### config.mk
export PLATFORM = sky130hd
export DESIGN_NAME = mer_stats_engine
export DESIGN_NICKNAME = d
export VERILOG_FILES = /design/src/rtl/mer_pkg.sv /design/src/rtl/mer_chan_accum.sv /design/src/rtl/mer_stats_engine.sv
export SDC_FILE = /design/constraint.sdc
export NUM_CORES = 2
export LEC_CHECK = 0
export ABC_AREA = 0
export CAP_MARGIN = 20
export CORE_UTILIZATION = 55
export CTS_CLUSTER_DIAMETER = 50
export DETAILED_ROUTE_END_ITERATION = 16
export PLACE_DENSITY = 0.73
export SYNTH_ARGS = -nofsm -noshare
export SYNTH_HDL_FRONTEND = slang
export SYNTH_HIERARCHICAL = 1
export SYNTH_SLANG_ARGS = --single-unit
### constraint.sdc
create_clock -name CLOCK_50 -period 12.6 [get_ports CLOCK_50]
set_clock_uncertainty 0.1 [all_clocks]
set_input_delay 2.52 -clock CLOCK_50 [delete_from_list [all_inputs] [get_ports CLOCK_50]]
set_output_delay 2.52 -clock CLOCK_50 [all_outputs]
set_load 0.02 [all_outputs]
### src/rtl/mer_pkg.sv
// Shared types and width helpers for the MER statistics engine.
package mer_pkg;

    typedef enum logic [1:0] {
        StIdle,
        StAccum,
        StDump
    } mer_state_e;

    function automatic int unsigned sq_acc_w(input int unsigned data_w,
                                             input int unsigned win_log2);
        return 2 * data_w + win_log2;
    endfunction

    function automatic int unsigned lin_acc_w(input int unsigned data_w,
                                              input int unsigned win_log2);
        return data_w + win_log2;
    endfunction

    function automatic int unsigned ch_w(input int unsigned num_ch);
        return (num_ch > 1) ? $clog2(num_ch) : 1;
    endfunction

endpackage

### src/rtl/mer_chan_accum.sv
// One channel's squared-error, DC-error and |dv| accumulators with window averaging.
module mer_chan_accum
    import mer_pkg::*;
#(
    parameter int unsigned DATA_W   = 18,
    parameter int unsigned WIN_LOG2 = 16
) (
    input  logic                     CLOCK_50,
    input  logic                     reset,
    input  logic                     clear,
    input  logic                     enable,
    input  logic signed [DATA_W-1:0] e,
    input  logic signed [DATA_W-1:0] dv,
    output logic [2*DATA_W-1:0]      sq_mean,
    output logic signed [DATA_W-1:0] dc_mean,
    output logic [DATA_W-1:0]        pw_mean
);

    localparam int unsigned ProdW = 2 * DATA_W;
    localparam int unsigned SqW   = sq_acc_w(DATA_W, WIN_LOG2);
    localparam int unsigned LinW  = lin_acc_w(DATA_W, WIN_LOG2);

    logic [SqW-1:0]          sq_q, sq_d;
    logic signed [LinW-1:0]  dc_q, dc_d;
    logic [LinW-1:0]         pw_q, pw_d;
    logic signed [ProdW-1:0] e_sq;
    logic [DATA_W-1:0]       dv_mag;

    always_comb begin
        e_sq   = ProdW'(e) * ProdW'(e);
        // Unsigned magnitude keeps |-2^(DATA_W-1)| exact.
        dv_mag = dv[DATA_W-1] ? (~$unsigned(dv) + 1'b1) : $unsigned(dv);
        sq_d   = sq_q;
        dc_d   = dc_q;
        pw_d   = pw_q;
        if (clear) begin
            sq_d = '0;
            dc_d = '0;
            pw_d = '0;
        end else if (enable) begin
            sq_d = sq_q + SqW'($unsigned(e_sq));
            dc_d = dc_q + LinW'(e);
            pw_d = pw_q + LinW'(dv_mag);
        end
    end

    always_ff @(posedge CLOCK_50) begin
        if (reset) begin
            sq_q <= '0;
            dc_q <= '0;
            pw_q <= '0;
        end else begin
            sq_q <= sq_d;
            dc_q <= dc_d;
            pw_q <= pw_d;
        end
    end

    // Dropping the low bits is the divide; on dc it is a flooring arithmetic shift.
    assign sq_mean = sq_q[SqW-1:WIN_LOG2];
    assign dc_mean = dc_q[LinW-1:WIN_LOG2];
    assign pw_mean = pw_q[LinW-1:WIN_LOG2];

endmodule

### src/rtl/mer_stats_engine.sv
// MER statistics front end: enable generator, window FSM and per-channel result stream.
module mer_stats_engine
    import mer_pkg::*;
#(
    parameter int unsigned NUM_CH   = 2,
    parameter int unsigned DATA_W   = 18,
    parameter int unsigned DIV      = 8,
    parameter int unsigned SPS      = 4,
    parameter int unsigned WIN_LOG2 = 16
) (
    input  logic                       CLOCK_50,
    input  logic                       reset,
    input  logic                       start,
    input  logic                       stop,
    input  logic                       cont,
    input  logic [NUM_CH*DATA_W-1:0]   err_in,
    input  logic [NUM_CH*DATA_W-1:0]   dv_in,
    output logic                       smp_en,
    output logic                       sym_en,
    output logic                       win_start,
    output logic                       busy,
    output logic                       res_valid,
    input  logic                       res_ready,
    output logic [ch_w(NUM_CH)-1:0]    res_ch,
    output logic [2*DATA_W-1:0]        res_sq_err,
    output logic [DATA_W-1:0]          res_dc_err,
    output logic [DATA_W-1:0]          res_map_pow
);

    localparam int unsigned ChW  = ch_w(NUM_CH);
    localparam int unsigned DivW = $clog2(DIV);
    localparam int unsigned SpsW = (SPS > 1) ? $clog2(SPS) : 1;

    localparam logic [DivW-1:0]     DivLast = DivW'(DIV - 1);
    localparam logic [SpsW-1:0]     SpsLast = SpsW'(SPS - 1);
    localparam logic [WIN_LOG2-1:0] WinLast = '1;
    localparam logic [ChW-1:0]      ChLast  = ChW'(NUM_CH - 1);

    mer_state_e          state_q, state_d;
    logic [DivW-1:0]     div_cnt_q, div_cnt_d;
    logic [SpsW-1:0]     smp_cnt_q, smp_cnt_d;
    logic [WIN_LOG2-1:0] sym_cnt_q, sym_cnt_d;
    logic [ChW-1:0]      k_q, k_d;
    logic                win_start_q;
    logic                acc_clear;
    logic                acc_en;

    logic [2*DATA_W-1:0]      sq_mean [NUM_CH];
    logic signed [DATA_W-1:0] dc_mean [NUM_CH];
    logic [DATA_W-1:0]        pw_mean [NUM_CH];

    // Free-running enables, independent of the FSM.
    assign smp_en = (div_cnt_q == DivLast);
    assign sym_en = smp_en && (smp_cnt_q == SpsLast);

    always_comb begin
        div_cnt_d = smp_en ? '0 : div_cnt_q + 1'b1;
        smp_cnt_d = smp_cnt_q;
        if (smp_en) begin
            smp_cnt_d = (smp_cnt_q == SpsLast) ? '0 : smp_cnt_q + 1'b1;
        end
    end

    always_comb begin
        state_d   = state_q;
        k_d       = k_q;
        sym_cnt_d = sym_cnt_q;
        acc_clear = 1'b0;
        acc_en    = 1'b0;
        unique case (state_q)
            StIdle: begin
                if (start) begin
                    state_d   = StAccum;
                    acc_clear = 1'b1;
                    sym_cnt_d = '0;
                end
            end
            StAccum: begin
                if (stop) begin
                    state_d = StIdle;
                end else if (sym_en) begin
                    acc_en    = 1'b1;
                    sym_cnt_d = sym_cnt_q + 1'b1;
                    if (sym_cnt_q == WinLast) begin
                        state_d = StDump;
                        k_d     = '0;
                    end
                end
            end
            StDump: begin
                if (res_ready) begin
                    if (k_q == ChLast) begin
                        k_d = '0;
                        if (cont) begin
                            state_d   = StAccum;
                            acc_clear = 1'b1;
                            sym_cnt_d = '0;
                        end else begin
                            state_d = StIdle;
                        end
                    end else begin
                        k_d = k_q + 1'b1;
                    end
                end
            end
            default: state_d = StIdle;
        endcase
    end

    always_ff @(posedge CLOCK_50) begin
        if (reset) begin
            state_q     <= StIdle;
            div_cnt_q   <= '0;
            smp_cnt_q   <= '0;
            sym_cnt_q   <= '0;
            k_q         <= '0;
            win_start_q <= 1'b0;
        end else begin
            state_q     <= state_d;
            div_cnt_q   <= div_cnt_d;
            smp_cnt_q   <= smp_cnt_d;
            sym_cnt_q   <= sym_cnt_d;
            k_q         <= k_d;
            win_start_q <= acc_clear;
        end
    end

    for (genvar k = 0; k < NUM_CH; k++) begin : g_ch
        mer_chan_accum #(
            .DATA_W   (DATA_W),
            .WIN_LOG2 (WIN_LOG2)
        ) u_accum (
            .CLOCK_50 (CLOCK_50),
            .reset    (reset),
            .clear    (acc_clear),
            .enable   (acc_en),
            .e        (err_in[k*DATA_W +: DATA_W]),
            .dv       (dv_in[k*DATA_W +: DATA_W]),
            .sq_mean  (sq_mean[k]),
            .dc_mean  (dc_mean[k]),
            .pw_mean  (pw_mean[k])
        );
    end

    assign win_start   = win_start_q;
    assign busy        = (state_q != StIdle);
    assign res_valid   = (state_q == StDump);
    assign res_ch      = k_q;
    assign res_sq_err  = sq_mean[k_q];
    assign res_dc_err  = dc_mean[k_q];
    assign res_map_pow = pw_mean[k_q];

endmodule
* Word level (Yosys, flattened, before mapping)
Cells that the tools add are included.
W data, S select, Z words.
** Cells by class
- Add/sub/neg operators :: 12
- $mul :: 2
- $lt $le $gt $ge :: 1
- Eq/ne operators :: 14
- Muxes and demuxes :: 41
- Bitwise gates (word level) :: 3
- Reductions and logical operators :: 10
** Operators by type and width (number)
- $mux W18 :: 8
- $add A34 B18 Y34 :: 4
- $mux W36 :: 3
- $add A52 B36 Y52 :: 2
- $mux W16 :: 6
- $mul A18 B18 Y36 :: 2
- $pmux W16 S3 :: 1
- $add A18 B1 Y18 const B :: 2
- $not A18 Y18 :: 2
- $add A16 B1 Y16 const B :: 1
- $eq A16 B16 Y1 const B :: 1
- $mux W2 :: 7
- $mux W1 :: 13
- $ne A2 B2 Y1 const B :: 5
- $reduce_and A5 Y1 :: 2
- $reduce_and A7 Y1 :: 1
- $ne A3 B3 Y1 const B :: 2
- $pmux W2 S3 :: 1
- $eq A2 B2 Y1 const B :: 2
- $ne A2 B1 Y1 const B :: 2
- $pmux W1 S2 :: 2
- $reduce_bool A2 Y1 :: 2
- $reduce_or A2 Y1 :: 2
- $add A3 B1 Y3 const B :: 1
- 9 further kinds :: 9
** Word-level totals
- Flip-flop bits (word level) :: 265
- Output and inout port bits :: 78
- Logic and storage cells :: 95

* Longest topological paths before layout
- Word-level depth :: 5
- Depth in mapped cells :: 38
- Depth with buffers taken out :: 36

* Hierarchy
Netlist, hierarchy kept.
** By module, submodules not included
- mer_chan_accum (g_ch[0].u_accum) :: instances 1, cells an instance 2448, area each 20727.4 um2, seq. area each 2402.3 um2
- mer_chan_accum (g_ch[1].u_accum) :: instances 1, cells an instance 2385, area each 20472.1 um2, seq. area each 2402.3 um2
- mer_stats_engine :: instances 1, cells an instance 217, area each 2029.4 um2, seq. area each 500.5 um2

* Worst setup path after synthesis
No wires, ideal clock.
- Path kind :: in2reg
- Start point :: input port err_in[3]
- End point :: register g_ch[0].u_accum.sq_q[41]
- Arrival time :: 10.160 ns
- Data required time :: 12.428 ns
- Path slack :: 2.268 ns
- Stages on the path :: 31
- Buffers on the path :: 2
- Cells stage by stage :: clkbuf_1 -> clkbuf_1 -> nand2_1 -> fa_1 -> fa_1 -> fa_1 -> inv_1 -> fa_1 -> fa_1 -> inv_1 -> fa_1 -> inv_1 -> ha_1 -> a21o_1 -> a21o_1 -> a21oi_1 -> nor2_1 -> o31ai_1 -> nand2_1 -> a22o_1 -> o311ai_0 -> ha_1 -> a21o_1 -> a21o_1 -> a21oi_1 -> o221a_2 -> nor2_1 -> a211oi_1 -> a21boi_0 -> o211ai_1 -> mux2i_1
** On the way
- Word-level cells in the longest chain between the ends :: 2
** Ends and longest elaborated chain
- from (decl) :: line mer_stats_engine.sv:16 : input logic [NUM_CH*DATA_W-1:0] err_in,
- $mul A18 B18 Y36 :: line mer_chan_accum.sv:30 : e_sq = ProdW'(e) * ProdW'(e);
- $add A52 B36 Y52 :: line mer_chan_accum.sv:41 : sq_d = sq_q + SqW'($unsigned(e_sq));
- to (signal assigned) :: line mer_chan_accum.sv:53 : sq_q <= sq_d;
- to (decl) :: line mer_chan_accum.sv:23 : logic [SqW-1:0] sq_q, sq_d;
No other way between the ends.
A chain may end at the register's enable or synchronous reset.

* Final worst setup path
- Start point :: input port err_in[11]
- End point :: register g_ch[0].u_accum.sq_q[45]
Same word-level chain as after synthesis.

==> flow_summary.ini <==
[critical_path]
crit_top_cell = fa_1
r2r-start = div_cnt_q[0]
ff2ff_setup_slack_ns = 8.32
end_kind = flop
start_kind = input pin
path_class = in -> reg
worst-path-max-fanout = 20
crit_buf_inv = 4
cpLargestDelayFamily = adder cells
worst_path_max_delay_cell = clkdlybuf4s50_1
regToRegEndpoint = g_ch[1].u_accum/dc_q[33]
r2r_cells = 12
slowest_delay_ns = 1.08
required_ns = 12.97
arrival_ns = 11.73

[outcome]
status = finished clean

[timing]
fmax_ghz = 0.08806
maxSlewViolCount = 0
fin_crit_sh_pct = 90.13
setup_viol = 0
fin_crit_ns = 11.36
worstMarginPinSlew_ns = 1.131
setup_ws_ns = 1.244
tns_ns = 0
slew_headroom_pct = 24.36
hold_viol_final = 0
rsz0062_at_grt = false

[clock_tree]
ctsResizeCount = 0
ctsHoldBuffers = 0
cts_inserted_buffers = 40
postCtsSetupBuffers = 0
cts.sinks = 265
cts_tree = done
max-clock-path-buffers = 3
htree_levels = 2
path_clk_slew_ns = 0.06
clock_latency_ns = 0.60
clockRootBuffer = clkbuf_16

[floorplan]
start_util_pct = 55.71
rows = 102
die_w_um = 282.4
core-area_um2 = 77590
pin_count = 156
die_h_um = 282.4
die_area_um2 = 79720

[routing]
drc = 0
via_per_inst = 5.569
drtPass1Iterations = 7
wire_per_inst_um = 17.11
vias = 33750
antenna_left = 0
drt_iter0_drc = 2151
wl_mm = 103.7

[hold_path]
whs_path_depth = 1
hp-start = div_cnt_q[0]
hold_class = reg -> reg
hold_end = div_cnt_q[0]

[global_route]
grt_max_degree = 80
track_usage_pct = 26.77
antenna_found_initial = 4
grt_pass1_wl_mm = 171.3
grt_overflow = 0
grt_pass1_vias = 34230

[yosys]
synth_cell_type_count = 100
yosysTopAreaCellShare_pct = 27.79
syn_avg_cell_area_um2 = 8.560
syn_inst = 5050
synth_fp_nets = 6122
ys_seq_elements = 265
yosysWarnings = 6
yosysTopAreaCell = fa_1
synthTopCellsByArea = fa_1 28%, dfxtp_1 12%, ha_1 11%
ys.flop_type = dfxtp_1
synth_area_um2 = 43230
async_flop_share_pct = 0
synth_edf_count = 0
synth.top_cells.by_count = 889 x inv_1, 600 x fa_1, 420 x nor2_1, 402 x nand2_1, 394 x ha_1
yosysSeqAreaShare_pct = 12.27
synth.most_common_cell = inv_1

[flow_run]
maxCapViolations = 0

[placement]
portBuffers = 155
placed_cells = 5990
dp_worst_setup_slack_ns = 0.7552
gp_congestion = 0.9008
placed_area_um2 = 44730
dpl.hpwl_mm = 82.86

[finish]
fillers = 7025
area_delta_synth_final_pct = 6.689
fin_area_um2 = 46120
drive_above_1_share_pct = 5.100
nNetsFinal = 6064
antenna_cells = 0
fin_cells = 6060
==> sequential cells by signal, indices dropped and copies added (netlist names) <==
signal	cells
state_q	2
sym_cnt_q	16
res_ch	1
g_ch.u_accum/dc_q	68
win_start	1
smp_cnt_q	2
div_cnt_q	3
g_ch.u_accum/sq_q	104
g_ch.u_accum/pw_q	68
==> layout make-up <==
| type | instances | area [um2] | area share (%) |
|---|---|---|---|
| multi-input combinational | 3599 | 32920 | 71.37 |
| sequential | 265 | 5309 | 11.51 |
| inverter | 890 | 3346 | 7.254 |
| timing repair buffer | 196 | 1859 | 4.031 |
| tap | 1040 | 1301 | 2.821 |
| clock buffer | 46 | 1054 | 2.284 |
| clock inverter | 24 | 335.3 | 0.7271 |
==> through the flow <==
| step | utilization [%] | hold slack [ns] |
|---|---|---|
| after floorplan | - | 0.3003 |
| after global placement | 57.65 | 0.3217 |
| after detailed placement | 57.65 | 0.3269 |
| after CTS | 59.44 | 0.3355 |
| after global routing | 59.44 | 0.3776 |
| final | 59.44 | 0.3321 |
==> metal layers <==
metal  part of all wire (%)  GRT usage [%]
met5                  0.026              0
met4                    2.2          6.500
met3                    6.0          3.832
met2                     48          45.39
met1                     44          35.95
==> cells by family after synthesis <==
family                   synth area share (%)
AO/OA/AOI/OAI                           12.56
multiplexers                            3.965
AND/OR/NAND/NOR                         14.01
buffers and inverters                   11.60
flip-flops                              12.27
XOR/XNOR                                6.402
adder cells (fa/ha/maj)                 39.19
==> worst max-delay path by stage <==
stage / startpoint / to / slack (ns) / cells past startpoint
2_1_floorplan: err_in[3] / g_ch[0].u_accum/sq_q[41] / 2.27 / 31
3_3_place_gp: err_in[11] / g_ch[0].u_accum/sq_q[41] / 0.91 / 30
3_5_place_dp: err_in[11] / g_ch[0].u_accum/sq_q[41] / 0.76 / 30
4_1_cts: err_in[11] / g_ch[0].u_accum/sq_q[41] / 1.35 / 30
5_1_grt: err_in[11] / g_ch[0].u_accum/sq_q[41] / 0.75 / 30
6_report: err_in[11] / g_ch[0].u_accum/sq_q[45] / 1.24 / 30
==> placed cells by master, fill, tap and decap left out, types with 6 or more instances in the layout <==
cell               n
a211oi_1          54
a21o_1           103
a21oi_1          240
a22o_1             6
a31o_2            12
a31oi_1           25
and2_1           101
and3_1            42
and4_1             9
buf_4             41
clkbuf_16         40
clkdlybuf4s50_1  155
dfxtp_1          264
fa_1             600
ha_1             394
inv_1            888
inv_6              6
mux2_2            74
mux2i_1           88
nand2_1          402
nand2b_1          28
nand3_1           79
nand4_1           42
nor2_1           419
nor2b_1           30
nor3_1            40
nor4_1            12
o211ai_1          22
o21a_1            22
o21ai_0          161
o21ai_1           15
o21bai_1          29
o22ai_1           15
o31a_1             6
o31ai_1           24
or2_2             12
or3_1             37
or4_1              6
xnor2_1          223
xor2_1            93
Power is left out: the tool's default activity adds up to more than one toggle a clock period on the data nets, which glitch-free logic cannot reach.
